===== config.mk =====
export PLATFORM = sky130hd
export DESIGN_NAME = uart_tx_sched
export DESIGN_NICKNAME = d
export VERILOG_FILES = /design/src/rtl/uart_sched_pkg.sv /design/src/rtl/uart_tx_sched_rr_arbiter.sv /design/src/rtl/uart_tx_sched.sv
export SDC_FILE = /design/constraint.sdc
export NUM_CORES = 1
export LEC_CHECK = 0
export CORE_AREA = 5 5 83 85
export CTS_CLUSTER_DIAMETER = 40
export DETAILED_ROUTE_END_ITERATION = 7
export DIE_AREA = 0 0 88 90
export PLACE_DENSITY = 0.6
export SLEW_MARGIN = 15
export SYNTH_ARGS = -nofsm -noshare
export SYNTH_HDL_FRONTEND = slang
export SYNTH_SLANG_ARGS = --single-unit

===== constraint.sdc =====
create_clock -name clk -period 4 [get_ports clk]
set_input_delay 0.8 -clock clk [delete_from_list [all_inputs] [get_ports clk]]
set_output_delay 0.8 -clock clk [all_outputs]
set_load 0.02 [all_outputs]

===== src/rtl/uart_sched_pkg.sv =====
// Shared types and width helpers for the USART TX packet scheduler.
package uart_sched_pkg;

  typedef enum logic [1:0] {
    S_IDLE = 2'd0,
    S_XFER = 2'd1,
    S_GAP  = 2'd2
  } state_e;

  localparam int BYTE_W = 8;

  // Bits needed to hold 0..max_val; never narrower than one bit.
  function automatic int cnt_w(input int max_val);
    if (max_val < 1) begin
      return 1;
    end else begin
      return $clog2(max_val + 1);
    end
  endfunction

endpackage


===== src/rtl/uart_tx_sched_rr_arbiter.sv =====
// Round-robin pick: first set request strictly after the pointer, wrapping around.
module rr_arbiter
  import uart_sched_pkg::*;
#(
  parameter int N_REQ = 4
) (
  input  logic [N_REQ-1:0]         req_i,
  input  logic [$clog2(N_REQ)-1:0] ptr_i,
  output logic [N_REQ-1:0]         grant_o,
  output logic [$clog2(N_REQ)-1:0] id_o
);

  localparam int ID_W = $clog2(N_REQ);

  logic [2*N_REQ-1:0] req2_s;
  logic [2*N_REQ-1:0] masked_s;
  logic               found_s;

  // Duplicate the request vector so the search past the pointer never wraps.
  always_comb begin
    req2_s   = {req_i, req_i};
    masked_s = '0;
    grant_o  = '0;
    id_o     = '0;
    found_s  = 1'b0;
    for (int b = 0; b < 2*N_REQ; b++) begin
      masked_s[b] = req2_s[b] & (b > int'(ptr_i));
    end
    for (int b = 0; b < 2*N_REQ; b++) begin
      if (!found_s && masked_s[b]) begin
        found_s = 1'b1;
        if (b >= N_REQ) begin
          grant_o[b-N_REQ] = 1'b1;
          id_o             = ID_W'(b - N_REQ);
        end else begin
          grant_o[b] = 1'b1;
          id_o       = ID_W'(b);
        end
      end else begin
        found_s = found_s;
      end
    end
  end

endmodule


===== src/rtl/uart_tx_sched.sv =====
// Shares one USART TX byte port between N_REQ requesters, one packet per grant,
// with an idle gap, a per-grant byte cap and a stall timeout.
module uart_tx_sched
  import uart_sched_pkg::*;
#(
  parameter int N_REQ      = 4,
  parameter int GAP_CYCLES = 16,
  parameter int MAX_BURST  = 64,
  parameter int TIMEOUT    = 1024
) (
  input  logic                      clk,
  input  logic                      rst_n,
  input  logic [N_REQ-1:0]          req_valid,
  input  logic [BYTE_W*N_REQ-1:0]   req_data,
  input  logic [N_REQ-1:0]          req_last,
  output logic [N_REQ-1:0]          req_ready,
  output logic                      tx_valid,
  output logic [BYTE_W-1:0]         tx_data,
  input  logic                      tx_ready,
  output logic [$clog2(N_REQ)-1:0]  grant_id,
  output logic                      busy,
  output logic                      timeout_err
);

  localparam int  ID_W       = $clog2(N_REQ);
  localparam int  BC_W       = cnt_w(MAX_BURST);
  localparam int  ST_W       = cnt_w(TIMEOUT);
  localparam int  GP_W       = cnt_w(GAP_CYCLES);
  localparam bit  HAS_BURST  = (MAX_BURST > 0);
  localparam bit  HAS_TMO    = (TIMEOUT > 0);
  localparam int  BURST_LAST = HAS_BURST ? MAX_BURST - 1 : 0;
  localparam int  STALL_LAST = HAS_TMO ? TIMEOUT - 1 : 0;
  localparam int  GAP_LAST   = (GAP_CYCLES > 0) ? GAP_CYCLES - 1 : 0;

  state_e            state_q, state_d;
  logic [ID_W-1:0]   grant_id_q, grant_id_d;
  logic [ID_W-1:0]   ptr_q, ptr_d;
  logic              busy_q, busy_d;
  logic              tmo_q, tmo_d;
  logic [BC_W-1:0]   byte_cnt_q, byte_cnt_d;
  logic [ST_W-1:0]   stall_cnt_q, stall_cnt_d;
  logic [GP_W-1:0]   gap_cnt_q, gap_cnt_d;

  logic [N_REQ-1:0]  arb_grant_s;
  logic [ID_W-1:0]   arb_id_s;
  logic              any_req_s;
  logic              in_xfer_s;
  logic              sel_valid_s;
  logic              sel_last_s;
  logic [BYTE_W-1:0] sel_data_s;
  logic              fire_s;
  logic              burst_hit_s;
  logic              stall_hit_s;

  rr_arbiter #(.N_REQ(N_REQ)) u_arb (
    .req_i   (req_valid),
    .ptr_i   (ptr_q),
    .grant_o (arb_grant_s),
    .id_o    (arb_id_s)
  );

  // Zero-latency passthrough between the grantee and the USART while in XFER.
  always_comb begin
    in_xfer_s   = (state_q == S_XFER);
    sel_valid_s = req_valid[grant_id_q];
    sel_last_s  = req_last[grant_id_q];
    sel_data_s  = req_data[BYTE_W*int'(grant_id_q) +: BYTE_W];
    req_ready   = '0;
    if (in_xfer_s) begin
      tx_valid              = sel_valid_s;
      tx_data               = sel_data_s;
      req_ready[grant_id_q] = tx_ready;
    end else begin
      tx_valid = 1'b0;
      tx_data  = '0;
    end
  end

  // Release conditions; a stall only counts while the grantee has nothing offered.
  always_comb begin
    any_req_s   = |arb_grant_s;
    fire_s      = tx_valid & tx_ready;
    burst_hit_s = HAS_BURST && (byte_cnt_q == BC_W'(BURST_LAST));
    stall_hit_s = HAS_TMO && !sel_valid_s && (stall_cnt_q == ST_W'(STALL_LAST));
  end

  // Next-state, counters and release bookkeeping.
  always_comb begin
    state_d     = state_q;
    grant_id_d  = grant_id_q;
    ptr_d       = ptr_q;
    busy_d      = busy_q;
    tmo_d       = 1'b0;
    byte_cnt_d  = byte_cnt_q;
    stall_cnt_d = stall_cnt_q;
    gap_cnt_d   = gap_cnt_q;
    case (state_q)
      S_IDLE: begin
        if (any_req_s) begin
          state_d     = S_XFER;
          grant_id_d  = arb_id_s;
          busy_d      = 1'b1;
          byte_cnt_d  = '0;
          stall_cnt_d = '0;
        end else begin
          state_d = S_IDLE;
        end
      end
      S_XFER: begin
        if ((fire_s && (sel_last_s || burst_hit_s)) || stall_hit_s) begin
          state_d     = (GAP_CYCLES > 0) ? S_GAP : S_IDLE;
          busy_d      = 1'b0;
          ptr_d       = grant_id_q;
          tmo_d       = stall_hit_s;
          byte_cnt_d  = '0;
          stall_cnt_d = '0;
          gap_cnt_d   = '0;
        end else if (fire_s) begin
          byte_cnt_d  = HAS_BURST ? byte_cnt_q + BC_W'(1) : '0;
          stall_cnt_d = '0;
        end else if (sel_valid_s || !HAS_TMO) begin
          stall_cnt_d = '0;
        end else begin
          stall_cnt_d = stall_cnt_q + ST_W'(1);
        end
      end
      S_GAP: begin
        if (gap_cnt_q == GP_W'(GAP_LAST)) begin
          state_d   = S_IDLE;
          gap_cnt_d = '0;
        end else begin
          gap_cnt_d = gap_cnt_q + GP_W'(1);
        end
      end
      default: begin
        state_d = S_IDLE;
        busy_d  = 1'b0;
      end
    endcase
  end

  // State and counter registers; pointer resets so requester 0 wins first.
  always_ff @(posedge clk or negedge rst_n) begin
    if (!rst_n) begin
      state_q     <= S_IDLE;
      grant_id_q  <= '0;
      ptr_q       <= ID_W'(N_REQ - 1);
      busy_q      <= 1'b0;
      tmo_q       <= 1'b0;
      byte_cnt_q  <= '0;
      stall_cnt_q <= '0;
      gap_cnt_q   <= '0;
    end else begin
      state_q     <= state_d;
      grant_id_q  <= grant_id_d;
      ptr_q       <= ptr_d;
      busy_q      <= busy_d;
      tmo_q       <= tmo_d;
      byte_cnt_q  <= byte_cnt_d;
      stall_cnt_q <= stall_cnt_d;
      gap_cnt_q   <= gap_cnt_d;
    end
  end

  assign grant_id    = grant_id_q;
  assign busy        = busy_q;
  assign timeout_err = tmo_q;

endmodule


==> flow_metrics.tcl <==
set metrics [dict create \
    status "complete, no violations" \
    slowest_delay_ns 0.63 \
    cts_resized 0 \
    fin_area_sq_um 2770 \
    crit_top_cell "clkdlybuf4s50_1" \
    mostFrequentLayoutCells "clkdlybuf4s50_1 (59), dfrtp_1 (29), nand2_1 (20)" \
    io_pins 60 \
    cp.arrival_ns 2.67 \
    tritoncts_num_sinks 31 \
    synth_ff_type "dfrtp_1" \
    clk_pin_slew_ns 0.06 \
    cp-end-kind "primary output" \
    crit_slowest_cell "mux4_2" \
    vias_per_cell 5.36 \
    skew_ns 0.00708 \
    hold_buffers 0 \
    synth-seq-cells 31 \
    io_buffers 59 \
    finalCritPeriodShare_pct 86.7 \
    tightest_slew_ns 0.755 \
    criticalPathCategory "in2out" \
    power_density_nw_per_um2 591 \
    grt_antenna_before_repair 0 \
    netlist-cell-type-count 45 \
    peakVddDrop_uv 316 \
    cts_root_buf "clkbuf_8" \
    slew_headroom_pct 49.5 \
    fmax_ghz 0.288 \
    ant_nets 0 \
    area_growth_pct 35.3 \
    fillers 595 \
    synth-edff-count 0 \
    synthArstFlopShare_pct 100 \
    rsz0062_at_grt "false" \
    grtUsageTotal_pct 13.9 \
    synth.yosys.warnings 0 \
    hold_start "gap_cnt_q[0]" \
    synth_nets 254 \
    vias 1837 \
    drt_wl_total_microns 5320 \
    crit_family "buffers and inverters" \
    power_frac_seq_pct 31.7 \
    whs_endpoint "gap_cnt_q[0]" \
    instances_no_fill 343 \
    syn_area_sq_um 2050 \
    hold_viol_final 0 \
    p_comb_share_pct 51.7 \
    dp_hpwl_microns 4040 \
    grt_max_degree 32 \
    drcViolationCount 0 \
    htreeDepth 2 \
    rows 29 \
    r2r-end "ptr_q[0]" \
    fin_crit_ns 3.47 \
    placed_cell_area_sq_um 2670 \
    dr.pass1.iters 4 \
    cts_tree "done" \
    drive_gt1_share_pct 9.40 \
    finalNetCount 311 \
    power_leakage_nw 1.10 \
    setup_viol 0 \
    crit_fanout 10 \
    clk_latency_ns 0.29 \
    setup_tns_ns 0 \
    antenna_cells 0 \
    drv_slew 0 \
    hold_depth 1 \
    place_congestion 0.768 \
    wire_per_inst_microns 15.5 \
    cts_buffers 5 \
    start_util_pct 33.4 \
    worstPathRequired_ns 3.20 \
    clkPwrFrac_pct 16.6 \
    ff2ff_setup_slack_ns 1.15 \
    start_kind "input pin" \
    grt_pass1_wl_microns 8800 \
    worstReg2RegStart "grant_id[0]" \
    post-route-util_pct 45.2 \
    r2r_cells 4 \
    place_inst 335 \
    crit_buf_inv 2 \
    final_common_cell "clkdlybuf4s50_1" \
    drt-initial-drc-count 65 \
    grt_pass1_vias 1778 \
    dieArea_sq_um 7920 \
    clockBufferDepth 2 \
    ys_seq_area_share_pct 37.9 \
    postSynthAreaPerCell_sq_um 9.86 \
    drv_cap 0 \
    die_h_microns 90 \
    dieWidth_microns 88 \
    p_sw_share_pct 41.0 \
    p_int_mw 0.966 \
    min_path_type "reg2reg" \
    syn-instance-count 208 \
    worstPathCellList "clkdlybuf4s50_1, mux4_2, and2_2, clkdlybuf4s50_1" \
    cts_setup_buffers 0 \
    design.core.area_sq_um 6130 \
    p_sw_mw 0.672 \
    overflow 0 \
]
## state kept, by name (all words and copies together), names as in the netlist
register,flops
gap_cnt_q,5
ptr_q,2
byte_cnt_q,7
stall_cnt_q,11
busy,1
grant_id,2
state_q,2
timeout_err,1
## worst max-delay path by stage
stage	start	endpoint	slack, ns	depth (start not counted)
floorplan	req_valid[3]	ptr_q[0]	1.46	4
CTS	req_valid[3]	tx_valid	0.53	4
global placement	req_valid[3]	tx_valid	0.56	4
global route	grant_id[0]	tx_valid	0.45	3
detailed placement	req_valid[3]	tx_valid	0.54	4
finish	req_valid[3]	tx_valid	0.53	4
## final cells by class
type                            count  area, sq um  area share (%)
Multi-Input combinational cell    162         1180            42.5
Sequential cell                    31          778            28.1
Timing Repair Buffer               61          606            21.8
Clock buffer                        8          100            3.61
Tap cell                           77         96.3            3.47
Inverter                            4         15.0           0.541
## power by group through the flow
stage / sequential (mW) / clock, mW / combinational, mW
floorplan: 0.459 / 0 / 0.628
global placement: 0.525 / 0 / 0.843
detailed placement: 0.528 / 0 / 0.849
CTS: 0.521 / 0.281 / 0.854
global route: 0.540 / 0.294 / 0.930
finish: 0.519 / 0.273 / 0.846
## worst register-to-register path, delay by kind of cell, from the launching register on
kind / cells / cell delay [ns]
compound gates: 1 / 0.27
flops: 1 / 0.83
mux: 2 / 1.05
simple gates: 1 / 0.62
## synthesized netlist by cell type, types with 2 or more instances
cell | n | area (sq um)
clkbuf_8 | 3 | 41.3
nand4_1 | 5 | 31.3
ha_1 | 3 | 37.5
nand2_1 | 20 | 75.1
nor2_1 | 13 | 48.8
mux4_2 | 5 | 113
clkbuf_1 | 7 | 26.3
nor4_1 | 2 | 12.5
and3_1 | 6 | 37.5
nand3_1 | 5 | 25.0
nand2b_1 | 6 | 37.5
dfstp_2 | 2 | 52.6
nor3_1 | 4 | 20.0
a21oi_1 | 12 | 60.1
mux2_4 | 2 | 30.0
or4_1 | 2 | 15.0
o22ai_1 | 3 | 18.8
dfrtp_1 | 29 | 726
xnor2_1 | 3 | 26.3
nor2b_1 | 12 | 75.1
a31oi_1 | 14 | 87.6
mux4_1 | 5 | 131
nand3b_1 | 5 | 37.5
inv_1 | 4 | 15.0
xor2_1 | 3 | 26.3
o21ai_0 | 11 | 55.1
and2_1 | 2 | 12.5
and2_2 | 3 | 22.5
## cells by family after synthesis
logic type               synth area share [%]
XOR/XNOR                                 2.56
multiplexers                             13.4
AND/OR/NAND/NOR                          24.4
flip-flops                               38.0
buffers and inverters                    4.58
AO/OA/AOI/OAI                            15.3
adder cells (fa/ha/maj)                  1.83
## per-layer routing
metal | global-route usage [%] | routed length [microns] | vias to the layer above
met1 | 18.4 | 2470 | 873
met5 | 0 | 0 | -
li1 | - | - | 892
met2 | 21.7 | 2320 | 65
met4 | 4.22 | 68 | 0
met3 | 3.93 | 460 | 7
## per-stage QoR
step,hold WS [ns],power [mW],setup slack [ns]
after floorplan,0.428,1.09,1.46
after detailed placement,0.491,1.38,0.542
after global routing,0.542,1.76,0.447
final,0.501,1.64,0.531
after global placement,0.486,1.37,0.560
after CTS,0.501,1.66,0.533
Power figures use the tool's default switching activity.
